$ cat src/rtl/genius_pkg.sv
// Types shared by the game controller and its input conditioner: the colour
// encoding, the conditioner FSM state type and a one-hot to colour encoder.
package genius_pkg;

    typedef enum logic [1:0] {
        GREEN  = 2'b00,
        RED    = 2'b01,
        BLUE   = 2'b10,
        YELLOW = 2'b11
    } color_e;

    localparam int unsigned NumColors = 4;

    // Kept as a plain vector type so state constants stay legacy-compatible.
    typedef logic [0:0] cond_state_e;

    localparam cond_state_e StIdle = 1'b0;
    localparam cond_state_e StHeld = 1'b1;

    // Bit index of the set bit equals the colour code; non-one-hot inputs map to GREEN.
    function automatic color_e onehot_to_color(input logic [NumColors-1:0] onehot);
        color_e color;
        color = GREEN;
        case (onehot)
            4'b0001: color = GREEN;
            4'b0010: color = RED;
            4'b0100: color = BLUE;
            4'b1000: color = YELLOW;
            default: color = GREEN;
        endcase
        return color;
    endfunction

endpackage

$ cat src/rtl/color_input_conditioner_if.sv
// Bundle of raw button inputs and conditioned press outputs between the panel
// (master) and the input conditioner (slave).
interface color_input_conditioner_if #(
    parameter int unsigned COLOR_CODEFY_W = 2
) ();

    logic                      button_color_green;
    logic                      button_color_red;
    logic                      button_color_blue;
    logic                      button_color_yellow;
    logic                      start;
    logic                      enable;
    logic                      color_valid;
    logic [COLOR_CODEFY_W-1:0] color_code;
    logic                      multi_press_err;
    logic                      start_pulse;

    modport master (
        output button_color_green,
        output button_color_red,
        output button_color_blue,
        output button_color_yellow,
        output start,
        output enable,
        input  color_valid,
        input  color_code,
        input  multi_press_err,
        input  start_pulse
    );

    modport slave (
        input  button_color_green,
        input  button_color_red,
        input  button_color_blue,
        input  button_color_yellow,
        input  start,
        input  enable,
        output color_valid,
        output color_code,
        output multi_press_err,
        output start_pulse
    );

endinterface

$ cat src/rtl/button_debouncer.sv
// Two-flop synchronizer followed by a counter debouncer for one raw button.
// rise_o pulses for one cycle alongside the first cycle of a debounced high.
module button_debouncer #(
    parameter int unsigned DEBOUNCE_CYCLES = 2
) (
    input  logic clk,
    input  logic rst_n,
    input  logic raw_i,
    output logic stable_o,
    output logic rise_o
);

    localparam int unsigned CntW = (DEBOUNCE_CYCLES > 1) ? $clog2(DEBOUNCE_CYCLES) : 1;
    localparam logic [CntW-1:0] CntMax = CntW'(DEBOUNCE_CYCLES - 1);
    localparam logic [CntW-1:0] CntOne = CntW'(1);

    logic            sync1_q;
    logic            sync2_q;
    logic            stable_q;
    logic            stable_d;
    logic            rise_q;
    logic            rise_d;
    logic [CntW-1:0] cnt_q;
    logic [CntW-1:0] cnt_d;

    // Counter only runs while the synchronized level disagrees with the accepted one.
    always_comb begin
        stable_d = stable_q;
        rise_d   = 1'b0;
        cnt_d    = '0;
        if (sync2_q != stable_q) begin
            if (cnt_q == CntMax) begin
                stable_d = ~stable_q;
                rise_d   = ~stable_q;
            end else begin
                cnt_d = cnt_q + CntOne;
            end
        end
    end

    always_ff @(posedge clk or negedge rst_n) begin
        if (!rst_n) begin
            sync1_q  <= 1'b0;
            sync2_q  <= 1'b0;
            stable_q <= 1'b0;
            rise_q   <= 1'b0;
            cnt_q    <= '0;
        end else begin
            sync1_q  <= raw_i;
            sync2_q  <= sync1_q;
            stable_q <= stable_d;
            rise_q   <= rise_d;
            cnt_q    <= cnt_d;
        end
    end

    assign stable_o = stable_q;
    assign rise_o   = rise_q;

endmodule

$ cat src/rtl/color_input_conditioner.sv
// Turns four debounced colour buttons into single accepted press pulses with a
// colour code, rejecting overlapping presses, plus a debounced start pulse.
module color_input_conditioner
    import genius_pkg::*;
#(
    parameter int unsigned COLOR_CODEFY_W  = 2,
    parameter int unsigned DEBOUNCE_CYCLES = 2
) (
    input logic                      clk,
    input logic                      rst_n,
    color_input_conditioner_if.slave bus_io
);

    localparam logic [NumColors-1:0] RiseOne = NumColors'(1);

    logic [NumColors-1:0]      raw_colors;
    logic [NumColors-1:0]      color_stable;
    logic [NumColors-1:0]      color_rise;
    logic                      start_rise;
    logic                      unused_start_stable;
    logic                      any_press;
    logic                      single_press;
    logic                      multi_press;

    cond_state_e               state_q;
    cond_state_e               state_d;
    logic                      color_valid_q;
    logic                      color_valid_d;
    logic [COLOR_CODEFY_W-1:0] color_code_q;
    logic [COLOR_CODEFY_W-1:0] color_code_d;
    logic                      multi_press_err_q;
    logic                      multi_press_err_d;
    logic                      start_pulse_q;

    // Bit position equals the colour code.
    assign raw_colors = {bus_io.button_color_yellow, bus_io.button_color_blue,
                         bus_io.button_color_red, bus_io.button_color_green};

    for (genvar i = 0; i < NumColors; i++) begin : g_color_db
        button_debouncer #(
            .DEBOUNCE_CYCLES(DEBOUNCE_CYCLES)
        ) u_db (
            .clk     (clk),
            .rst_n   (rst_n),
            .raw_i   (raw_colors[i]),
            .stable_o(color_stable[i]),
            .rise_o  (color_rise[i])
        );
    end

    button_debouncer #(
        .DEBOUNCE_CYCLES(DEBOUNCE_CYCLES)
    ) u_start_db (
        .clk     (clk),
        .rst_n   (rst_n),
        .raw_i   (bus_io.start),
        .stable_o(unused_start_stable),
        .rise_o  (start_rise)
    );

    // x & (x - 1) clears the lowest set bit, so it is zero only for a single press.
    assign any_press    = |color_rise;
    assign single_press = any_press && ((color_rise & (color_rise - RiseOne)) == '0);
    assign multi_press  = any_press && !single_press;

    always_comb begin
        state_d           = state_q;
        color_valid_d     = 1'b0;
        color_code_d      = color_code_q;
        multi_press_err_d = 1'b0;
        case (state_q)
            StIdle: begin
                if (single_press) begin
                    // A press seen while disabled still locks out until release.
                    if (bus_io.enable) begin
                        color_valid_d = 1'b1;
                        color_code_d  = COLOR_CODEFY_W'(onehot_to_color(color_rise));
                    end
                    state_d = StHeld;
                end else if (multi_press) begin
                    multi_press_err_d = 1'b1;
                    state_d           = StHeld;
                end
            end
            StHeld: begin
                if (any_press) begin
                    multi_press_err_d = 1'b1;
                end else if (color_stable == '0) begin
                    state_d = StIdle;
                end
            end
            default: state_d = StIdle;
        endcase
    end

    always_ff @(posedge clk or negedge rst_n) begin
        if (!rst_n) begin
            state_q           <= StIdle;
            color_valid_q     <= 1'b0;
            color_code_q      <= '0;
            multi_press_err_q <= 1'b0;
            start_pulse_q     <= 1'b0;
        end else begin
            state_q           <= state_d;
            color_valid_q     <= color_valid_d;
            color_code_q      <= color_code_d;
            multi_press_err_q <= multi_press_err_d;
            start_pulse_q     <= start_rise;
        end
    end

    assign bus_io.color_valid     = color_valid_q;
    assign bus_io.color_code      = color_code_q;
    assign bus_io.multi_press_err = multi_press_err_q;
    assign bus_io.start_pulse     = start_pulse_q;

endmodule
$ cat src/flat_wrapper.sv
// flat-port wrapper written by rule: the top's interface ports become plain ports
module color_input_conditioner_flat import genius_pkg::*;
#(
    parameter int unsigned COLOR_CODEFY_W  = 2,
    parameter int unsigned DEBOUNCE_CYCLES = 2
)
  (clk, rst_n, bus_io_button_color_green, bus_io_button_color_red, bus_io_button_color_blue, bus_io_button_color_yellow, bus_io_start, bus_io_enable, bus_io_color_valid, bus_io_color_code, bus_io_multi_press_err, bus_io_start_pulse);
  color_input_conditioner_if #(.COLOR_CODEFY_W(COLOR_CODEFY_W)) bus_io_i ();
  input logic clk;
  input logic rst_n;
  input wire logic [$bits(bus_io_i.button_color_green)-1:0] bus_io_button_color_green;
  input wire logic [$bits(bus_io_i.button_color_red)-1:0] bus_io_button_color_red;
  input wire logic [$bits(bus_io_i.button_color_blue)-1:0] bus_io_button_color_blue;
  input wire logic [$bits(bus_io_i.button_color_yellow)-1:0] bus_io_button_color_yellow;
  input wire logic [$bits(bus_io_i.start)-1:0] bus_io_start;
  input wire logic [$bits(bus_io_i.enable)-1:0] bus_io_enable;
  output wire logic [$bits(bus_io_i.color_valid)-1:0] bus_io_color_valid;
  output wire logic [$bits(bus_io_i.color_code)-1:0] bus_io_color_code;
  output wire logic [$bits(bus_io_i.multi_press_err)-1:0] bus_io_multi_press_err;
  output wire logic [$bits(bus_io_i.start_pulse)-1:0] bus_io_start_pulse;
  assign bus_io_i.button_color_green = bus_io_button_color_green;
  assign bus_io_i.button_color_red = bus_io_button_color_red;
  assign bus_io_i.button_color_blue = bus_io_button_color_blue;
  assign bus_io_i.button_color_yellow = bus_io_button_color_yellow;
  assign bus_io_i.start = bus_io_start;
  assign bus_io_i.enable = bus_io_enable;
  assign bus_io_color_valid = bus_io_i.color_valid;
  assign bus_io_color_code = bus_io_i.color_code;
  assign bus_io_multi_press_err = bus_io_i.multi_press_err;
  assign bus_io_start_pulse = bus_io_i.start_pulse;
  color_input_conditioner #(.COLOR_CODEFY_W(COLOR_CODEFY_W), .DEBOUNCE_CYCLES(DEBOUNCE_CYCLES)) u_core (.clk(clk), .rst_n(rst_n), .bus_io(bus_io_i));
endmodule
$ cat config.mk
export PLATFORM = sky130hd
export DESIGN_NAME = color_input_conditioner_flat
export DESIGN_NICKNAME = d
export VERILOG_FILES = /design/src/rtl/genius_pkg.sv /design/src/rtl/color_input_conditioner_if.sv /design/src/rtl/button_debouncer.sv /design/src/rtl/color_input_conditioner.sv /design/src/flat_wrapper.sv
export SDC_FILE = /design/constraint.sdc
export NUM_CORES = 1
export LEC_CHECK = 0
export BUFFER_PORTS_ARGS = -buffer_cell sky130_fd_sc_hd__buf_2
export CORE_MARGIN = 1
export CORE_UTILIZATION = 59
export CTS_CLUSTER_DIAMETER = 120
export DETAILED_ROUTE_END_ITERATION = 16
export PLACE_DENSITY_LB_ADDON = 0.25
export SLEW_MARGIN = 0
export SYNTH_ARGS = -nofsm -noshare
export SYNTH_HDL_FRONTEND = slang
export SYNTH_SLANG_ARGS = --single-unit
$ cat constraint.sdc
create_clock -name clk -period 2.1 [get_ports clk]
set_input_delay 0.105 -clock clk [delete_from_list [all_inputs] [get_ports clk]]
set_output_delay 0.105 -clock clk [all_outputs]
set_load 0.01 [all_outputs]
==> implementation parameters, run 1 <==
Parameter                              Value

Cells and area
  Number of nets in the layout    113
  Fraction of final layout cells sized beyond drive strength 1    19.8%
  Number of fill cells    120
  Area added between synthesis and finish    18.7%
  Ant. Diodes    0
  End-of-flow core utilization    75.9%

Worst setup path
  Endpoint of the worst register-to-register path    u_core.bus_io.color_code[0]$_DFFE_PN0P_
  Peak fanout along the critical path    8
  Worst setup SP type    flop
  Critical setup path kind    reg -> reg
  Endpoint required time on the critical path    2300 ps
  Crit Reg-Reg Startpoint    u_core.g_color_db[1].u_db.rise_o$_DFF_PN0_
  Crit path arrival time    1470 ps
  Worst Reg2Reg Path Length in Cells    3
  Reg-to-reg setup timing slack    830 ps
  Critical path origin    u_core.g_color_db[1].u_db.rise_o$_DFF_PN0_
  Critical path endpoint category    flop
  Critical Path Sink    u_core.bus_io.color_code[0]$_DFFE_PN0P_

STA
  Final setup vio count    0
  Slack of the critical path    833 ps
  Unrepaired setup endpoints after global routing    no
  Final-report max-slew violation count    0
  Crit path time final    1270 ps
  Relative max-transition margin    57.6%
  Slew at the pin with the worst max-slew slack    636 ps
  Tightest hold margin    149 ps
  Hold Violations, Final    0
  Setup Skew    11.0 ps
  Achievable Freq    789 MHz
  Fraction of the cycle the final worst path needs    60.3%
  Final setup TNS    0 ps

Global routing
  GRT Resource Usage Total    18.5%
  Antenna violations before repair    0
  Wire length of the first global-routing pass    2400 um
  GRT overflow    0
  Vias in the first global route    623
  Maximum number of pins on one net before global-route repair    32

Routing
  Iter 0 DRT Violations    15
  Final routed wire length divided by cell count    11.4 um
  Via count    657
  Average via count per standard cell    5.02
  Final Routed Wirelength    1490 um
  Detail Route Antenna Nets    0
  Pre-Repair DR Iteration Count    4
  Remaining design rule violation count    0

Power
  Ratio of total power to cell area    1190 nW/um2
  Total power    1.58 mW
  LEAKAGE    0.626 nW
  Worst IR drop on VDD    0.782 mV

CTS
  TritonCTS Buffers    5
  TritonCTS clock tree    done
  Clock root buffer    sky130_fd_sc_hd__clkbuf_4
  Post-CTS Setup Bufs    0
  Latest clock arrival within the worst-skew pair    320 ps
  Resized cells post-CTS    0
  CTS sink cnt    31
  Depth of the CTS H-tree    2
  Deepest clock path buffer count    2
  Clock-pin slew on the worst setup and hold paths    90 ps

Floorplan
  Floorplan die area    2070 um2
  Initial core utilization    63.9%
  IO Count    13
  DIE HEIGHT    45.5 um
  Chip width    45.5 um
  Core Area    1750 um2
  Num rows    15

Place
  Worst setup timing slack at the placement stage    849 ps
  HPWL reported at the end of detailed placement    1020 um
  Port bufs    12
  Gpl congestion    0.785

Synthesis
  Syn_nets    89
  Average cell area after synthesis    13.8 um2
  Ys Warns    0
  Ys flop type    sky130_fd_sc_hd__dfrtp_1
  Area of the mapped netlist    1120 um2
  Share of synthesized area occupied by flip-flops and latches    69.5%
  Post-synthesis register bit count    31
  Async S/R FF share, synth    100%
  Count of different cell masters after synthesis    23
  Number of flops mapped to enable cells by yosys    0
  Instance count of the mapped netlist    81

Min path
  Class of the tightest hold or removal check    in -> reg

Run
  MaxCap Viol Count    0

Status
  Result of the run    completed
[per-layer routing]
layer / global-route usage (%) / share of wire (%) / wire length [um]
met3: 11.9 / 5.9 / 88
met5: 0 / 0 / 0
met2: 30.0 / 50 / 746
met4: 10.9 / 1.1 / 17
met1: 17.3 / 43 / 641
[logic make-up after synthesis]
group                    share of synthesized area (%)
flip-flops                                        69.5
AND/OR/NAND/NOR                                   9.86
AO/OA/AOI/OAI                                     8.97
XOR/XNOR                                          4.71
buffers and inverters                             2.02
multiplexers                                      4.04
adder cells (fa/ha/maj)                          0.897
[worst min-delay path by stage]
stage | from | end | cells after the start
6_report | bus_io_enable | u_core.bus_io.color_valid$_DFF_PN0_ | 3
5_1_grt | bus_io_enable | u_core.bus_io.color_valid$_DFF_PN0_ | 3
3_5_place_dp | rst_n | u_core.bus_io.color_valid$_DFF_PN0_ | 1
3_3_place_gp | rst_n | u_core.bus_io.start_pulse$_DFF_PN0_ | 1
2_1_floorplan | rst_n | u_core.bus_io.color_code[0]$_DFFE_PN0P_ | 0
4_1_cts | bus_io_enable | u_core.bus_io.color_valid$_DFF_PN0_ | 3
[timing repair]
item,4_1_cts,5_1_grt
hold buffers,6,0
setup endpoints to repair,0,0
endpoints found under the hold margin,36,0
[placed cells by master (no fill, tap or decap), drive strengths merged, types with 2 or more instances in the layout]
| cell type | Yosys | layout |
|---|---|---|
| a21oi | 4 | 4 |
| and3b | 4 | 4 |
| buf | 1 | 12 |
| clkbuf | 0 | 8 |
| dfrtp | 31 | 31 |
| dlygate4sd3 | 0 | 6 |
| inv | 3 | 3 |
| mux2 | 4 | 4 |
| nand2b | 2 | 2 |
| nor2 | 8 | 8 |
| o21ai | 7 | 7 |
| o31ai | 2 | 2 |
| xnor2 | 5 | 5 |
[final cells by class]
class	count	area (um2)	share of cell area, %
Sequential cell	31	776	58.5
Multi-Input combinational cell	46	318	24.0
Timing Repair Buffer	18	120	9.07
Clock buffer	8	68.8	5.19
Tap cell	25	31.3	2.36
Inverter	3	11.3	0.850
[per-stage QoR]
step	std cells	instance area [um2]
after floorplan	81	1120
after global placement	117	1200
after detailed placement	117	1200
after CTS	131	1330
after global routing	131	1330
final	131	1330
[synthesized netlist by cell type (all sizes together) (2+ instances only)]
master  count  share of area, %
o31ai       2               1.8
nand2b      2               1.1
nor2        8               2.7
mux2        4               4.0
and3b       4               3.1
a21oi       4               1.8
dfrtp      31                70
inv         3               1.0
o21ai       7               3.1
xnor2       5               3.9
[worst max-delay path, cell delays in order (launching register included)]
cell and delay [ps]:
sky130_fd_sc_hd__dfrtp_1 460, sky130_fd_sc_hd__or3_4 430, sky130_fd_sc_hd__o21ai_1 160, sky130_fd_sc_hd__a221oi_1 90
[registers in the layout, summed over array words and instances (netlist names), 2 cells and up]
signal and cells:
u_core.g_color_db.u_db.stable_o 4, u_core.g_color_db.u_db.sync2_q 4, u_core.g_color_db.u_db.sync1_q 4, u_core.bus_io.color_code 2
u_core.g_color_db.u_db.cnt_q 4, u_core.g_color_db.u_db.rise_o 4
[where the power goes]
group	internal [mW]	leakage [nW]	switching (mW)	total (mW)
logic	0.179	0.204	0.143	0.322
clock network	0.197	0.0386	0.177	0.373
registers	0.752	0.384	0.135	0.887
total	1.13	0.626	0.454	1.58
Note: power is estimated with default switching activity, not from simulation.
==> run 2: changes to the inputs <==
ABC_AREA = 1   (was not set)
CORE_UTILIZATION = 54   (was 59)
clock period = 1.2 ns   (was 2.1 ns; I/O delays follow)
==> implementation parameters, run 2 <==
Parameter                              Value

Status
  Result of the run    completed

Synthesis
  Post-synthesis register bit count    31
  Ys Warns    0
  Cell types with the highest counts after synthesis    sky130_fd_sc_hd__dfrtp_1, sky130_fd_sc_hd__nand2_1, sky130_fd_sc_hd__inv_1
  Async S/R FF share, synth    100%
  Synth top area cells    sky130_fd_sc_hd__dfrtp_1, sky130_fd_sc_hd__nand2_1, sky130_fd_sc_hd__inv_1
  Dominant cell by count in the synthesized netlist    sky130_fd_sc_hd__dfrtp_1
  Cell taking the most area after synthesis    sky130_fd_sc_hd__dfrtp_1
  Number of flops mapped to enable cells by yosys    0
  Area of the mapped netlist    1110 um2
  Syn_nets    111
  Average cell area after synthesis    10.8 um2
  Share of synthesized area occupied by flip-flops and latches    69.7%
  Count of different cell masters after synthesis    13
  Ys flop type    sky130_fd_sc_hd__dfrtp_1
  Top-area cell type share of the netlist area    69.7%
  Instance count of the mapped netlist    103

Routing
  Average via count per standard cell    4.59
  Final Routed Wirelength    1470 um
  Pre-Repair DR Iteration Count    4
  Final routed wire length divided by cell count    9.35 um
  Via count    720
  Iter 0 DRT Violations    5
  Remaining design rule violation count    0
  Detail Route Antenna Nets    0

Worst setup path
  Critical Path Sink    u_core.bus_io.color_code[0]$_DFFE_PN0P_
  Endpoint required time on the critical path    1420 ps
  Critical path endpoint category    flop
  Reg-to-reg setup timing slack    130 ps
  Worst setup SP type    flop
  Crit Reg-Reg Startpoint    u_core.g_color_db[0].u_db.rise_o$_DFF_PN0_
  Peak fanout along the critical path    5
  Worst Reg2Reg Path Length in Cells    6
  Crit path arrival time    1290 ps
  Critical path origin    u_core.g_color_db[0].u_db.rise_o$_DFF_PN0_
  Critical setup path kind    reg -> reg
  Endpoint of the worst register-to-register path    u_core.bus_io.color_code[0]$_DFFE_PN0P_

STA
  Slack of the critical path    129 ps
  Hold Violations, Final    0
  Final setup vio count    0
  Crit path time final    1070 ps
  Tightest hold margin    88.3 ps
  Slew at the pin with the worst max-slew slack    363 ps
  Relative max-transition margin    75.8%
  Unrepaired setup endpoints after global routing    no
  Fraction of the cycle the final worst path needs    89.3%
  Final-report max-slew violation count    0
  Final setup TNS    0 ps
  Setup Skew    2.40 ps
  Achievable Freq    933 MHz

Power
  Switching Fraction    33.3%
  Part of the power in registers    55.0%
  Portion of total power attributed to the clock network    20.1%
  Total power    2.73 mW
  Combinational Power Share    24.9%
  Worst IR drop on VDD    1.37 mV
  Net switching power figure    0.909 mW
  Ratio of total power to cell area    2060 nW/um2
  Internal power summed over all cells    1.82 mW
  LEAKAGE    0.700 nW

Floorplan
  IO Count    13
  Chip width    47.4 um
  DIE HEIGHT    47.4 um
  Num rows    16
  Core Area    1940 um2
  Initial core utilization    57.3%
  Floorplan die area    2250 um2

CTS
  Clock root buffer    sky130_fd_sc_hd__clkbuf_4
  Resized cells post-CTS    0
  Depth of the CTS H-tree    2
  CTS sink cnt    31
  TritonCTS clock tree    done
  Deepest clock path buffer count    2
  TritonCTS Buffers    5
  Latest clock arrival within the worst-skew pair    320 ps
  Clock-pin slew on the worst setup and hold paths    90 ps

Global routing
  GRT overflow    0
  Maximum number of pins on one net before global-route repair    32
  Antenna violations before repair    0
  Wire length of the first global-routing pass    2500 um
  Vias in the first global route    661
  GRT Resource Usage Total    17.3%

Place
  Gpl congestion    0.821
  Port bufs    12
  HPWL reported at the end of detailed placement    968 um
  Area post-placement    1210 um2
  Worst setup timing slack at the placement stage    142 ps
  Placed Cells    143

Cells and area
  Commonest cells after routing, fill and taps aside    sky130_fd_sc_hd__dfrtp_1, sky130_fd_sc_hd__nand2_1, sky130_fd_sc_hd__inv_1
  Design Area, Final    1330 um2
  Count of placed standard cells in the final layout, fillers left out    157
  Ant. Diodes    0
  Area of the multi-input gates    285 um2
  Number of nets in the layout    137
  End-of-flow core utilization    68.4%
  Number of fill cells    155
  Commonest non-fill, non-tap cell in the layout    sky130_fd_sc_hd__dfrtp_1
  Area added between synthesis and finish    19.2%
  Footprint of the flip-flops and latches    776 um2
  Fraction of final layout cells sized beyond drive strength 1    25.4%

Min path
  Class of the tightest hold or removal check    in -> reg

Run
  MaxCap Viol Count    0
-- run 2: changes by cell type after synthesis, moves of 4 or more --
cell                      previous run  this run
sky130_fd_sc_hd__and3b_1             4         0
sky130_fd_sc_hd__inv_1               3        14
sky130_fd_sc_hd__mux2_1              4         0
sky130_fd_sc_hd__nand2_1             1        22
sky130_fd_sc_hd__o21ai_0             2         6
sky130_fd_sc_hd__o21ai_1             5         1
sky130_fd_sc_hd__or2_2               0         5
sky130_fd_sc_hd__xnor2_1             5         0
-- run 2: kinds of logic after synthesis --
kind of cell,synth area share (%)
AND/OR/NAND/NOR,19.4
flip-flops,69.7
buffers and inverters,4.72
AO/OA/AOI/OAI,6.18
-- run 2: worst max-delay path: stages (launching register included) --
cell and delay [ps]:
sky130_fd_sc_hd__dfrtp_1 430, sky130_fd_sc_hd__nor2_4 180, sky130_fd_sc_hd__nand2_2 90, sky130_fd_sc_hd__nand2_4 90, sky130_fd_sc_hd__nand2_2 70, sky130_fd_sc_hd__nand2_1 60
sky130_fd_sc_hd__nand2_1 50
-- run 2: final cells by class --
type,count,area share (%)
inverter,14,3.96
sequential,31,58.4
multi-input combinational,58,21.5
clock buffer,5,2.83
timing repair buffer,19,9.61
clock inverter,3,1.13
tap,27,2.54
-- run 2: how the worst min path moves through the flow --
stage	slack, ps	depth (start not counted)	from	endpoint
floorplan	-240	0	rst_n	u_core.bus_io.color_code[0]$_DFFE_PN0P_
global placement	90	2	rst_n	u_core.g_color_db[1].u_db.stable_o$_DFFE_PN0P_
detailed placement	90	2	rst_n	u_core.g_color_db[1].u_db.stable_o$_DFFE_PN0P_
CTS	70	5	bus_io_enable	u_core.bus_io.color_valid$_DFF_PN0_
global route	80	5	bus_io_enable	u_core.bus_io.color_valid$_DFF_PN0_
finish	90	5	bus_io_enable	u_core.bus_io.color_valid$_DFF_PN0_
-- run 2: metal layers --
| metal | up-vias | GRT usage [%] | wire (um) | share of wire (%) |
|---|---|---|---|---|
| li1 | 371 | - | - | - |
| met1 | 328 | 18.0 | 674 | 46 |
| met2 | 17 | 27.1 | 687 | 47 |
| met3 | 4 | 10.2 | 82 | 5.6 |
| met4 | 0 | 9.71 | 23 | 1.6 |
| met5 | - | 0 | 0 | 0 |
-- run 2: timing repair --
action,CTS,global route
buffers inserted,0,0
hold endpoints to repair,36,0
hold buffers,6,0
-- run 2: power groups by stage --
stage | registers, mW | logic, mW | clock network, mW
floorplan | 1.52 | 0.479 | 0
CTS | 1.50 | 0.691 | 0.579
detailed placement | 1.53 | 0.672 | 0
global route | 1.55 | 0.803 | 0.620
finish | 1.50 | 0.680 | 0.549
global placement | 1.51 | 0.643 | 0
==> run 3: changes to the inputs <==
MAX_ROUTING_LAYER = met4   (was not set)
==> implementation parameters, run 3 (synthesized netlist as in run 2, its figures left out) <==
Parameter                              Value

Status
  Result of the run    completed

Place
  Gpl congestion    0.833
  HPWL reported at the end of detailed placement    968 um
  Worst setup timing slack at the placement stage    142 ps
  Placed Cells    143
  Port bufs    12
  Area post-placement    1210 um2

Worst setup path
  Critical-path top delay cell    sky130_fd_sc_hd__dfrtp_1
  Cell-by-cell listing of the critical path    nor2_4 -> nand2_2 -> nand2_4 -> nand2_2 -> nand2_1 -> nand2_1
  Critical setup path kind    reg -> reg
  Worst setup SP type    flop
  Endpoint required time on the critical path    1420 ps
  Peak fanout along the critical path    5
  Bufs and invs on worst path    0
  Crit path arrival time    1290 ps
  Stage delay of the slowest cell on the critical path    430 ps
  Critical path endpoint category    flop
  Crit path max-delay family    simple AND/OR/NAND/NOR gates

Power
  Ratio of total power to cell area    2060 nW/um2
  Worst IR drop on VDD    1.37 mV
  Combinational Power Share    24.9%
  Net switching power figure    0.913 mW
  Part of the power in registers    54.9%
  Switching Fraction    33.4%
  LEAKAGE    0.700 nW
  Total power    2.73 mW
  Internal power summed over all cells    1.82 mW
  Portion of total power attributed to the clock network    20.2%

Global routing
  Wire length of the first global-routing pass    2500 um
  Antenna violations before repair    0
  Vias in the first global route    665
  Maximum number of pins on one net before global-route repair    32
  GRT overflow    0
  GRT Resource Usage Total    17.9%

STA
  Achievable Freq    933 MHz
  Final-report max-slew violation count    0
  Hold Violations, Final    0
  Tightest hold margin    83.8 ps
  Final setup TNS    0 ps
  Fraction of the cycle the final worst path needs    89.3%
  Relative max-transition margin    76.0%
  Final setup vio count    0
  Slew at the pin with the worst max-slew slack    361 ps
  Slack of the critical path    129 ps
  Unrepaired setup endpoints after global routing    no
  Setup Skew    3.13 ps
  Crit path time final    1070 ps

Floorplan
  Chip width    47.4 um
  Num rows    16
  DIE HEIGHT    47.4 um
  Core Area    1940 um2
  IO Count    13
  Initial core utilization    57.3%
  Floorplan die area    2250 um2

Cells and area
  Number of nets in the layout    137
  Footprint of the flip-flops and latches    776 um2
  Count of placed standard cells in the final layout, fillers left out    157
  Design Area, Final    1330 um2
  Number of fill cells    155
  Commonest cells after routing, fill and taps aside    sky130_fd_sc_hd__dfrtp_1, sky130_fd_sc_hd__nand2_1, sky130_fd_sc_hd__inv_1
  Fraction of final layout cells sized beyond drive strength 1    25.4%
  Ant. Diodes    0
  End-of-flow core utilization    68.4%
  Commonest non-fill, non-tap cell in the layout    sky130_fd_sc_hd__dfrtp_1
  Area added between synthesis and finish    19.2%
  Area of the multi-input gates    285 um2

CTS
  Depth of the CTS H-tree    2
  Clock root buffer    sky130_fd_sc_hd__clkbuf_4
  TritonCTS Buffers    5
  Latest clock arrival within the worst-skew pair    320 ps
  TritonCTS clock tree    done
  Resized cells post-CTS    0
  Deepest clock path buffer count    2
  Clock-pin slew on the worst setup and hold paths    90 ps
  CTS sink cnt    31

Routing
  Via count    716
  Iter 0 DRT Violations    5
  Final Routed Wirelength    1470 um
  Final routed wire length divided by cell count    9.37 um
  Average via count per standard cell    4.56
  Remaining design rule violation count    0
  Detail Route Antenna Nets    0
  Pre-Repair DR Iteration Count    3

Run
  MaxCap Viol Count    0

Min path
  Class of the tightest hold or removal check    in -> reg
[run 3: cell type report]
class,instances,area share (%)
Clock inverter,3,1.13
Tap cell,27,2.54
Multi-Input combinational cell,58,21.5
Clock buffer,5,2.83
Inverter,14,3.96
Timing Repair Buffer,19,9.61
Sequential cell,31,58.4
[run 3: worst paths after layout]
kind	start	endpoint	slack, ps	depth (start not counted)
setup / recovery	u_core.g_color_db[0].u_db.rise_o$_DFF_PN0_	u_core.bus_io.color_code[0]$_DFFE_PN0P_	130	6
hold / removal	bus_io_enable	u_core.bus_io.color_valid$_DFF_PN0_	80	5
setup reg to reg	u_core.g_color_db[0].u_db.rise_o$_DFF_PN0_	u_core.bus_io.color_code[0]$_DFFE_PN0P_	130	6
hold reg to reg	u_core.g_color_db[0].u_db.sync1_q$_DFF_PN0_	u_core.g_color_db[0].u_db.sync2_q$_DFF_PN0_	350	0
max in group asynchronous	rst_n	u_core.g_color_db[2].u_db.sync2_q$_DFF_PN0_	660	3
min in group asynchronous	rst_n	u_core.state_q$_DFF_PN0_	270	3
[run 3: worst min-delay path, cell delays in order]
cell and delay (ps):
sky130_fd_sc_hd__buf_2 100, sky130_fd_sc_hd__nand2_1 70, sky130_fd_sc_hd__a21oi_2 50, sky130_fd_sc_hd__nand2_2 70, sky130_fd_sc_hd__inv_1 40
[run 3: layer usage]
| metal | track usage, % | vias to the layer above | share of wire [%] |
|---|---|---|---|
| li1 | - | 370 | - |
| met1 | 18.0 | 327 | 46 |
| met2 | 27.1 | 17 | 46 |
| met3 | 10.2 | 2 | 5.7 |
| met4 | 9.71 | 0 | 1.3 |
| met5 | - | - | 0 |
[run 3: what timing repair did]
item / 4_1_cts / 5_1_grt
hold endpoints to repair: 36 / 0
setup buffers: 0 / 0
hold buffers: 6 / 0
[run 3: power groups by stage]
| stage | combinational, mW | sequential [mW] | clock (mW) |
|---|---|---|---|
| 6_report | 0.680 | 1.50 | 0.552 |
| 5_1_grt | 0.803 | 1.55 | 0.620 |
| 4_1_cts | 0.691 | 1.50 | 0.579 |
| 3_5_place_dp | 0.672 | 1.53 | 0 |
| 3_3_place_gp | 0.643 | 1.51 | 0 |
| 2_1_floorplan | 0.479 | 1.52 | 0 |
